File: src/rtl/ps2_receiver.sv
// PS/2 keyboard receiver: synchronizes and de-glitches the raw PS/2 lines,
// deframes 11-bit frames and presents the last two good bytes as a 16-bit keycode.
module ps2_receiver #(
  parameter int FILTER_LEN     = 8,
  parameter int TIMEOUT_CYCLES = 100000
) (
  input  logic        clk,
  input  logic        rst,
  input  logic        ps2_clk,
  input  logic        ps2_data,
  output logic [15:0] keycode,
  output logic        keycode_valid,
  output logic        frame_err,
  output logic [1:0]  fsm_state
);

  localparam int FW = $clog2(FILTER_LEN + 1);
  localparam int TW = $clog2(TIMEOUT_CYCLES + 1);

  typedef enum logic [1:0] {
    IDLE   = 2'd0,
    DATA   = 2'd1,
    PARITY = 2'd2,
    STOP   = 2'd3
  } state_t;

  // Index 0 carries ps2_clk, index 1 carries ps2_data.
  logic [1:0]    sync1_q, sync2_q, filt_q;
  logic [FW-1:0] fcnt_q [2];
  logic          fclk_prev_q;

  state_t        state_q, state_d;
  logic [3:0]    bit_cnt_q, bit_cnt_d;
  logic [7:0]    shift_q, shift_d;
  logic          par_q, par_d;
  logic [TW-1:0] to_q, to_d;
  logic [15:0]   kc_q, kc_d;
  logic          valid_q, valid_d;
  logic          err_q, err_d;

  logic          fall;
  logic          data_bit;
  logic          timeout_hit;

  always_ff @(posedge clk) begin
    if (rst) begin
      sync1_q     <= 2'b11;
      sync2_q     <= 2'b11;
      filt_q      <= 2'b11;
      fclk_prev_q <= 1'b1;
      for (int i = 0; i < 2; i++) fcnt_q[i] <= '0;
    end else begin
      sync1_q     <= {ps2_data, ps2_clk};
      sync2_q     <= sync1_q;
      fclk_prev_q <= filt_q[0];
      // The filtered copy follows only a level held for FILTER_LEN cycles in a row.
      for (int i = 0; i < 2; i++) begin
        if (sync2_q[i] == filt_q[i]) begin
          fcnt_q[i] <= '0;
        end else if (fcnt_q[i] == FW'(FILTER_LEN - 1)) begin
          filt_q[i] <= sync2_q[i];
          fcnt_q[i] <= '0;
        end else begin
          fcnt_q[i] <= fcnt_q[i] + 1'b1;
        end
      end
    end
  end

  assign fall        = fclk_prev_q & ~filt_q[0];
  assign data_bit    = filt_q[1];
  assign timeout_hit = (state_q != IDLE) && (to_q == TW'(TIMEOUT_CYCLES));

  always_ff @(posedge clk) begin
    if (rst) begin
      state_q   <= IDLE;
      bit_cnt_q <= '0;
      shift_q   <= '0;
      par_q     <= 1'b0;
      to_q      <= '0;
      kc_q      <= '0;
      valid_q   <= 1'b0;
      err_q     <= 1'b0;
    end else begin
      state_q   <= state_d;
      bit_cnt_q <= bit_cnt_d;
      shift_q   <= shift_d;
      par_q     <= par_d;
      to_q      <= to_d;
      kc_q      <= kc_d;
      valid_q   <= valid_d;
      err_q     <= err_d;
    end
  end

  always_comb begin
    state_d   = state_q;
    bit_cnt_d = bit_cnt_q;
    shift_d   = shift_q;
    par_d     = par_q;
    to_d      = to_q;
    kc_d      = kc_q;
    valid_d   = 1'b0;
    err_d     = 1'b0;
    if (fall) begin
      to_d = '0;
      case (state_q)
        IDLE: begin
          if (!data_bit) begin
            state_d   = DATA;
            bit_cnt_d = '0;
          end else begin
            err_d = 1'b1;
          end
        end
        DATA: begin
          shift_d   = {data_bit, shift_q[7:1]};
          bit_cnt_d = bit_cnt_q + 4'd1;
          if (bit_cnt_q == 4'd7) state_d = PARITY;
        end
        PARITY: begin
          par_d   = data_bit;
          state_d = STOP;
        end
        STOP: begin
          state_d   = IDLE;
          bit_cnt_d = '0;
          // Good frame: stop bit high and odd count of ones over data plus parity.
          if (data_bit && (^{shift_q, par_q})) begin
            kc_d    = {kc_q[7:0], shift_q};
            valid_d = 1'b1;
          end else begin
            err_d = 1'b1;
          end
        end
        default: state_d = IDLE;
      endcase
    end else if (timeout_hit) begin
      state_d   = IDLE;
      bit_cnt_d = '0;
      to_d      = '0;
      err_d     = 1'b1;
    end else if (state_q != IDLE) begin
      if (to_q != TW'(TIMEOUT_CYCLES)) to_d = to_q + 1'b1;
    end else begin
      to_d = '0;
    end
  end

  assign keycode       = kc_q;
  assign keycode_valid = valid_q;
  assign frame_err     = err_q;
  assign fsm_state     = state_q;

endmodule

File: config.mk
export PLATFORM = sky130hd
export DESIGN_NAME = ps2_receiver
export DESIGN_NICKNAME = d
export VERILOG_FILES = /design/src/rtl/ps2_receiver.sv
export SDC_FILE = /design/constraint.sdc
export NUM_CORES = 1
export LEC_CHECK = 0
export ABC_AREA = 1
export BUFFER_PORTS_ARGS = -buffer_cell sky130_fd_sc_hd__clkbuf_2
export CORE_ASPECT_RATIO = 1.2
export CORE_UTILIZATION = 59
export CTS_CLUSTER_SIZE = 12
export DETAILED_ROUTE_END_ITERATION = 7
export GPL_ROUTABILITY_DRIVEN = 0
export PLACE_DENSITY = 0.78
export SKIP_LAST_GASP = 1
export SYNTH_ARGS = -nofsm -noshare
export SYNTH_HDL_FRONTEND = slang
export SYNTH_SLANG_ARGS = --single-unit
File: constraint.sdc
create_clock -name clk -period 1.8 [get_ports clk]
set_clock_uncertainty 0.05 [all_clocks]
set_input_delay 0.36 -clock clk [delete_from_list [all_inputs] [get_ports clk]]
set_output_delay 0.36 -clock clk [all_outputs]
set_load 0.02 [all_outputs]
==> results.cfg, run 1 <==
[outcome]
status = complete, no violations

[route]
ant_nets = 0
drtIter0Drc = 96
drt-pass1-iter-count = 4
wl_mm = 5.85
drc = 0
wl_per_cell_um = 10.9
vias_per_cell = 4.95
routed-via-count = 2654

[finish]
area_growth_pct = 12.3
drive_above_1_share_pct = 16.2
n_antenna_cell = 0
final_area_um2 = 3570
nNetsFinal = 484

[global_route]
grt_pass1_wl_mm = 9.99
antenna_found_initial = 0
grt_pass1_vias = 2374
grt_overflow = 0
grt_usage_pct = 22.4
grt_max_degree = 30

[setup_path]
critical_path_class = flip-flop to flip-flop
cp.arrival_ns = 1.82
endpoint_kind = flip-flop
critPathTopFamily = simple AND/OR/NAND/NOR gates
required_ns = 1.99
cp-start-kind = flip-flop
path_cells = inv_1 > ha_1 > nand4_1 > nor2_2 > nand3_1 > o21ai_2 > nand2_1 > a21oi_1 > nor3_1
cp_slowest_cell = dfxtp_1
max_stage_delay_ns = 0.34
critPathBufInv = 1
worst-path-max-fanout = 6

[die]
initial_core_util_pct = 63.1
chipWidth_um = 69.0
die_y_um = 82.4
coreArea_um2 = 5040
ios = 24
fp-row-count = 28
dieArea_um2 = 5690

[clocking]
cts_tree = yes
root_buffer = clkbuf_8
clock_latency_ns = 0.35
max-clock-path-buffers = 2
cts.sinks = 65
cts-buffers-inserted = 9
path_clk_slew_ns = 0.07
htreeDepth = 3

[power_and_ir_drop]
max-vdd-ir-drop_mv = 0.603
p_per_area_nw_per_um2 = 763
p_leak_nw = 1.63

[sta]
drv_slew = 0
finalHoldViolCount = 0
rsz0062_at_grt = no
setup_tns_ns = 0
whs_ns = 0.148
setup_violations = 0
fin_crit_ns = 1.63
fin_crit_sh_pct = 90.7
max_freq_ghz = 0.612

[logic_synthesis]
synthesis.area_um2 = 3180
synthArstFlopShare_pct = 0
ys.flop_type = dfxtp_1
synth.avg_cell_area_um2 = 7.35
yosysWarnings = 0
syn_inst = 433
synth-seq-cells = 65
synth_edf_count = 8
ys_seq_area_share_pct = 43.4
synth_cell_types = 38

[job]
maxCapViolations = 0

[placed_design]
port_buffers = 23
dp_hpwl_mm = 4.30
placed_cell_area_um2 = 3380

[worst_hold_path]
hp-class = input pin to flip-flop
[cell families (layout without fill, tap and decap cells)]
kind of cell	count (synthesis)	count (layout)	share of synthesized area (%)
DFF	65	65	43.4
AOI/OAI and AO/OA	54	54	9.12
buffers and inverters	72	108	10.1
other	1	8	0.118
and+or+nand+nor	226	226	32.0
xor gates and xnor gates	6	6	1.65
adders and majority gates	9	9	3.54
[Yosys cell counts, types with 3 or more instances]
library cell	instances	area, um2
edfxtp_1	8	240
nand2_1	104	390
inv_1	57	214
nor3_1	6	30.0
nor2_1	60	225
nand3_1	19	95.1
ha_1	9	113
xor2_1	6	52.6
nand2_2	6	37.5
or2_2	6	37.5
inv_2	3	11.3
nand4_1	7	43.8
clkbuf_1	3	11.3
dfxtp_1	57	1140
o21ai_0	14	70.1
a21oi_1	32	160
nor2_2	6	37.5
buf_6	3	33.8
[report_power, final]
group | leakage [nW] | internal, mW | switching, mW | total [mW]
logic | 0.994 | 0.0192 | 0.0328 | 0.0521
clock network | 0.0935 | 0.617 | 0.569 | 1.19
registers | 0.543 | 1.48 | 0.00893 | 1.49
total | 1.63 | 2.12 | 0.611 | 2.73
[what timing repair did]
action,CTS,global route
setup endpoints to repair,0,3
setup buffers,0,0
resized for setup,0,3
hold buffers,0,0
[flip-flops by register name (all words and copies together), names as in the netlist]
register       flops
fsm_state          2
keycode_valid      1
fcnt_q             8
filt_q             2
frame_err          1
bit_cnt_q          4
par_q              1
keycode           16
to_q              17
fclk_prev_q        1
shift_q            8
sync1_q            2
sync2_q            2
[layer usage]
layer | global-route usage [%] | part of all wire, % | vias up
met5 | 0 | 0 | -
met4 | 11.4 | 1.4 | 0
met3 | 5.70 | 3.6 | 7
met2 | 37.3 | 47 | 43
met1 | 27.0 | 48 | 1171
li1 | - | - | 1433
[placed cells by master, fill, tap and decap left out, types with 8 or more instances in the layout]
cell type / n
clkbuf_2: 23
conb_1: 8
o21ai_0: 13
ha_1: 9
dfxtp_1: 57
a21oi_1: 32
nand2_1: 103
edfxtp_1: 8
inv_1: 57
clkbuf_8: 10
nor2_1: 59
nand3_1: 19
[final timing paths]
path	start	endpoint	slack (ns)	cells after the start
max reg2reg	to_q[0]	bit_cnt_q[1]	0.17	9
max	to_q[0]	bit_cnt_q[1]	0.17	9
min reg2reg	sync1_q[1]	sync2_q[1]	0.36	1
min	ps2_clk	sync1_q[0]	0.15	2
[cell type report]
class	count	area [um2]
Timing Repair Buffer	31	188
Clock buffer	12	166
Multi-Input combinational cell	303	1510
Tap cell	60	75.1
Clock inverter	4	25.0
Inverter	61	230
Fill cell	429	1470
Sequential cell	65	1380
[stage by stage]
stage | utilization [%] | worst slack [ns] | power, mW | std cells
2_1_floorplan | - | 0.232 | 1.56 | 440
4_1_cts | 70.8 | 0.158 | 2.74 | 536
5_1_grt | 70.9 | 0.00617 | 2.81 | 536
3_5_place_dp | 67.0 | 0.167 | 1.57 | 520
3_3_place_gp | 67.0 | 0.228 | 1.57 | 520
6_report | 70.9 | 0.167 | 2.73 | 536
Power figures use the tool's default switching activity.
==> run 2: changes to the inputs <==
CORE_UTILIZATION = 64   (was 59)
CTS_CLUSTER_DIAMETER = 200   (was unset)
PLACE_DENSITY = 0.84   (was 0.78)
clock period = 2 ns   (was 1.8 ns; I/O delays follow)
==> results.cfg, run 2 (synthesis gave the netlist of run 1 again) <==
[outcome]
status = complete, no violations

[sta]
drv_slew = 0
finalHoldViolCount = 0
fin_crit_ns = 1.76
slew_headroom_pct = 65.6
worstMarginPinSlew_ns = 0.515
timing.final.ws_setup_ns = 0.244
setup_violations = 0
fin_crit_sh_pct = 87.8
rsz0062_at_grt = no
max_freq_ghz = 0.569
setup_tns_ns = 0

[placed_design]
preCtsSetupSlack_ns = 0.141
port_buffers = 23
dpl.cell_count = 514
dp_hpwl_mm = 4.28

[clocking]
cts_setup_buffers = 0
hold_buffers = 0
clock_latency_ns = 0.34
cts.sinks = 65
ctsResizeCount = 0
path_clk_slew_ns = 0.06
cts-buffers-inserted = 9
htreeDepth = 3
max-clock-path-buffers = 2
root_buffer = clkbuf_8
cts_tree = yes

[route]
wl_per_cell_um = 11.0
dr_wl_met3_um = 203
m1WireLength_mm = 2.57
ant_nets = 0
drtIter0Drc = 119
drt-pass1-iter-count = 5
vias_per_cell = 5.05
drc = 0
routed-wl-met2_mm = 2.97
routed-via-count = 2677
routed.top_layer = met4
wl_mm = 5.84

[die]
die_y_um = 79.2
chipWidth_um = 66.4
dieArea_um2 = 5260
fp-row-count = 27
initial_core_util_pct = 67.8
coreArea_um2 = 4700
ios = 24

[setup_path]
cp.arrival_ns = 1.94
cp-startpoint = filt_q[0]
critical_path_class = flip-flop to flip-flop
r2r-start = filt_q[0]
worst-path-max-fanout = 11
cp-start-kind = flip-flop
endpoint_kind = flip-flop
required_ns = 2.18

[finish]
largest_reg_flops = 17
stdcell_count = 530
final_cell_mix = nand2_1, nor2_1, inv_1, dfxtp_1, a21oi_1
layout_commonest_cell = nand2_1
n_antenna_cell = 0
area_growth_pct = 10.5
drive_above_1_share_pct = 14.8
top_register = to_q
fillCellCount = 373
nNetsFinal = 480

[global_route]
grt_max_degree = 33
antenna_found_initial = 0
grt_overflow = 0
grt_pass1_vias = 2439
grt_pass1_wl_mm = 10.3
grt_usage_pct = 25.9

[power_and_ir_drop]
comb_power_share_pct = 1.9
switching_power_uw = 511
power_switching_share_pct = 21.5
max-vdd-ir-drop_mv = 0.795
pwr-share-seq_pct = 56.6
p_per_area_nw_per_um2 = 674
clkPwrFrac_pct = 41.5
p_leak_nw = 1.60
p_int_mw = 1.86

[job]
maxCapViolations = 0

[worst_hold_path]
worstHoldStart = ps2_clk
hp-class = input pin to flip-flop
-- run 2: cell types whose count changed in the layout (fill, tap and decap cells not counted), sizes merged --
cell / before / now
clkinv: 3 / 4
clkinvlp: 2 / 0
clkbuf: 35 / 36
buf: 8 / 4
-- run 2: area by class of cell --
cell class	instances	area, um2	share of cell area, %
clock buffers	13	159	4.52
clock inverters	3	15.0	0.427
inverters	61	230	6.55
multi-input cells	303	1510	43.0
flip-flops and latches	65	1380	39.3
well taps	58	72.6	2.06
repair buffers	27	145	4.13
-- run 2: power by group through the flow --
| stage | logic [mW] | registers, mW | clock network [mW] |
|---|---|---|---|
| after floorplan | 0.0374 | 1.37 | 0 |
| after global placement | 0.0429 | 1.37 | 0 |
| after detailed placement | 0.0441 | 1.37 | 0 |
| after CTS | 0.0442 | 1.34 | 0.999 |
| after global routing | 0.0523 | 1.34 | 1.06 |
| final | 0.0452 | 1.34 | 0.984 |
-- run 2: final timing paths --
check,to,slack (ns),cells after the start
min,sync1_q[0],0.19,2
max reg2reg,bit_cnt_q[1],0.24,9
min reg2reg,sync2_q[1],0.37,1
max,bit_cnt_q[1],0.24,9
-- run 2: critical path, cell delays in order (launching register included) --
cell     delay (ns)
dfxtp_1        0.37
inv_2          0.06
nand2_1        0.39
inv_1          0.12
nand2_1        0.11
inv_1          0.05
nand2_1        0.14
nand2_1        0.14
a21oi_1        0.16
nor3_1         0.06
-- run 2: metal layers --
metal | track usage (%) | up-vias
met5 | 0 | -
met4 | 8.72 | 0
met3 | 7.90 | 8
met2 | 45.6 | 41
met1 | 29.0 | 1205
li1 | - | 1423
-- run 2: through the flow --
stage	total power [mW]	util, %	cell area (um2)	hold slack [ns]
after global placement	1.41	71.0	3330	0.346
after detailed placement	1.41	71.0	3330	0.346
final	2.37	74.9	3520	0.189
after CTS	2.38	74.7	3510	0.178
after floorplan	1.40	-	3210	0.339
after global routing	2.45	74.9	3520	0.182
==> run 3: changes to the inputs <==
ABC_AREA = unset   (was 1)
CORE_UTILIZATION = 63   (was 64)
PLACE_DENSITY = 0.83   (was 0.84)
==> results.cfg, run 3 <==
[setup_path]
worst-path-max-fanout = 17
required_ns = 2.17
cp-start-kind = flip-flop
max_stage_delay_ns = 0.50
endpoint_kind = flip-flop
cp_slowest_cell = xnor3_2
cp.arrival_ns = 2.10
path_cells = xor2_1 > xnor3_2 > mux2i_4 > buf_12 > mux2i_1 > nor2_1
critical_path_class = flip-flop to flip-flop

[route]
drc = 0
ant_nets = 0
wl_per_cell_um = 13.8
routed-via-count = 2189
vias_per_cell = 5.42
drt-pass1-iter-count = 4
drtIter0Drc = 103
wl_mm = 5.56

[power_and_ir_drop]
switching_power_uw = 501
clkPwrFrac_pct = 47.2
comb_power_share_pct = 1.7
pwr-share-seq_pct = 51.1
max-vdd-ir-drop_mv = 0.705
p_leak_nw = 1.44
p_int_mw = 2.12
p_per_area_nw_per_um2 = 777
power_switching_share_pct = 19.1
total_power_mw = 2.62

[finish]
fillCellCount = 278
layout_commonest_cell = dfxtp_1
register_area_um2 = 1380
multi_input_area_um2 = 1420
largest_reg_flops = 17
final_cell_mix = dfxtp_1, nor2_1, nand2_1, clkbuf_2, mux2i_1
top_register = to_q
drive_above_1_share_pct = 18.4
area_growth_pct = 18.3
nNetsFinal = 357
n_antenna_cell = 0

[job]
maxCapViolations = 0

[clocking]
root_buffer = clkbuf_8
max-clock-path-buffers = 2
htreeDepth = 3
path_clk_slew_ns = 0.07
cts.sinks = 65
cts_tree = yes
cts-buffers-inserted = 9
clock_latency_ns = 0.34

[global_route]
grt_pass1_wl_mm = 9.07
grt_pass1_vias = 2089
grt_overflow = 0
grt_max_degree = 32
antenna_found_initial = 0
grt_usage_pct = 25.2

[logic_synthesis]
synthTopCellsByCount = dfxtp_1, nor2_1, nand2_1
synth_top_area_share_pct = 40.0
synth.avg_cell_area_um2 = 9.54
synth-seq-cells = 65
synth_edf_count = 8
ys.flop_type = dfxtp_1
yosysWarnings = 0
ys_seq_area_share_pct = 48.4
synthesis.area_um2 = 2850
synth.most_common_cell = dfxtp_1
synthTopCellsByArea = dfxtp_1, edfxtp_1, nor2_1
synthArstFlopShare_pct = 0
synth_cell_types = 44
syn_inst = 299
yosys.area.top_type = dfxtp_1

[die]
die_y_um = 75.7
chipWidth_um = 63.4
initial_core_util_pct = 66.4
coreArea_um2 = 4290
ios = 24
dieArea_um2 = 4800
fp-row-count = 26

[sta]
max_freq_ghz = 0.517
setup_tns_ns = 0
finalHoldViolCount = 0
setup_violations = 0
drv_slew = 0
fin_crit_sh_pct = 96.7
fin_crit_ns = 1.93

[placed_design]
dp_hpwl_mm = 3.69
port_buffers = 23

[worst_hold_path]
hp-class = input pin to flip-flop

[outcome]
status = complete, no violations
## run 3: changes by cell type after synthesis, moves of 7 or more
cell and change:
nand2_1 -74, inv_1 -50, mux2i_1 +17, a21oi_1 -16, xnor2_1 +12, o21ai_0 -10, nor2_1 -9, and3_1 +7
## run 3: cells by family (layout without fill, tap and decap cells)
kind of cell             count (synthesis)  in the layout  synth area share, %
AND/OR/NAND/NOR                        135            135                 23.1
flip-flops                              65             65                 48.4
AO/OA/AOI/OAI                           26             26                 5.13
XOR/XNOR                                26             26                 9.04
multiplexers                            19             19                 7.15
buffers and inverters                   18             60                 3.11
adder cells (fa/ha/maj)                  9              9                 3.95
other                                    1              8                0.131
## run 3: final cells by class
| class | count | area share, % |
|---|---|---|
| Clock inverter | 2 | 1.78 |
| Sequential cell | 65 | 41.0 |
| Multi-Input combinational cell | 223 | 42.2 |
| Tap cell | 56 | 2.08 |
| Timing Repair Buffer | 38 | 7.49 |
| Clock buffer | 13 | 4.74 |
| Inverter | 7 | 0.778 |
## run 3: what timing repair did
action                                  in CTS  in global routing
pin swaps                                    1                  1
hold buffers                                 0                  0
endpoints found under the setup margin       1                  5
gates resized for setup                      0                  4
gates cloned                                 0                  0
setup buffers                                0                  1
endpoints found under the hold margin        0                  0
## run 3: power groups by stage
stage	logic (mW)	registers [mW]	clock network, mW
5_1_grt	0.0505	1.34	1.31
3_3_place_gp	0.0420	1.37	0
4_1_cts	0.0443	1.34	1.26
2_1_floorplan	0.0322	1.37	0
3_5_place_dp	0.0439	1.37	0
6_report	0.0444	1.34	1.24
## run 3: worst max-delay path: cells and delay by family, from the launching register on
family	cells	cell delay, ns
buffers and inverters	1	0.19
XOR/XNOR	2	0.69
AND/OR/NAND/NOR	1	0.06
flip-flops	1	0.37
multiplexers	2	0.43
## run 3: per-stage QoR
step | std cells | hold slack (ns) | utilization [%] | cell area (um2) | setup slack, ns
after floorplan | 306 | 0.339 | - | 2880 | 0.0821
after global placement | 388 | 0.341 | 72.9 | 3130 | 0.131
after detailed placement | 388 | 0.346 | 72.9 | 3130 | 0.0710
after CTS | 403 | 0.181 | 78.1 | 3350 | 0.0612
after global routing | 404 | 0.201 | 78.6 | 3380 | -0.00440
final | 404 | 0.189 | 78.6 | 3380 | 0.0658
## run 3: routing by layer
layer / routed length [um] / vias up / global-route usage (%) / share of wire, %
li1: - / 1098 / - / -
met1: 2210 / 1034 / 25.2 / 40
met2: 3040 / 49 / 48.0 / 55
met3: 214 / 8 / 5.09 / 3.8
met4: 93 / 0 / 16.4 / 1.7
met5: 0 / - / 0 / 0
## run 3: path summary, 6_finish.rpt
check | startpoint | to | slack (ns) | cells after the start
setup / recovery | shift_q[0] | keycode[0] | 0.07 | 6
hold / removal | ps2_clk | sync1_q[0] | 0.19 | 2
setup reg to reg | shift_q[0] | keycode[0] | 0.07 | 6
hold reg to reg | sync1_q[0] | sync2_q[0] | 0.36 | 1
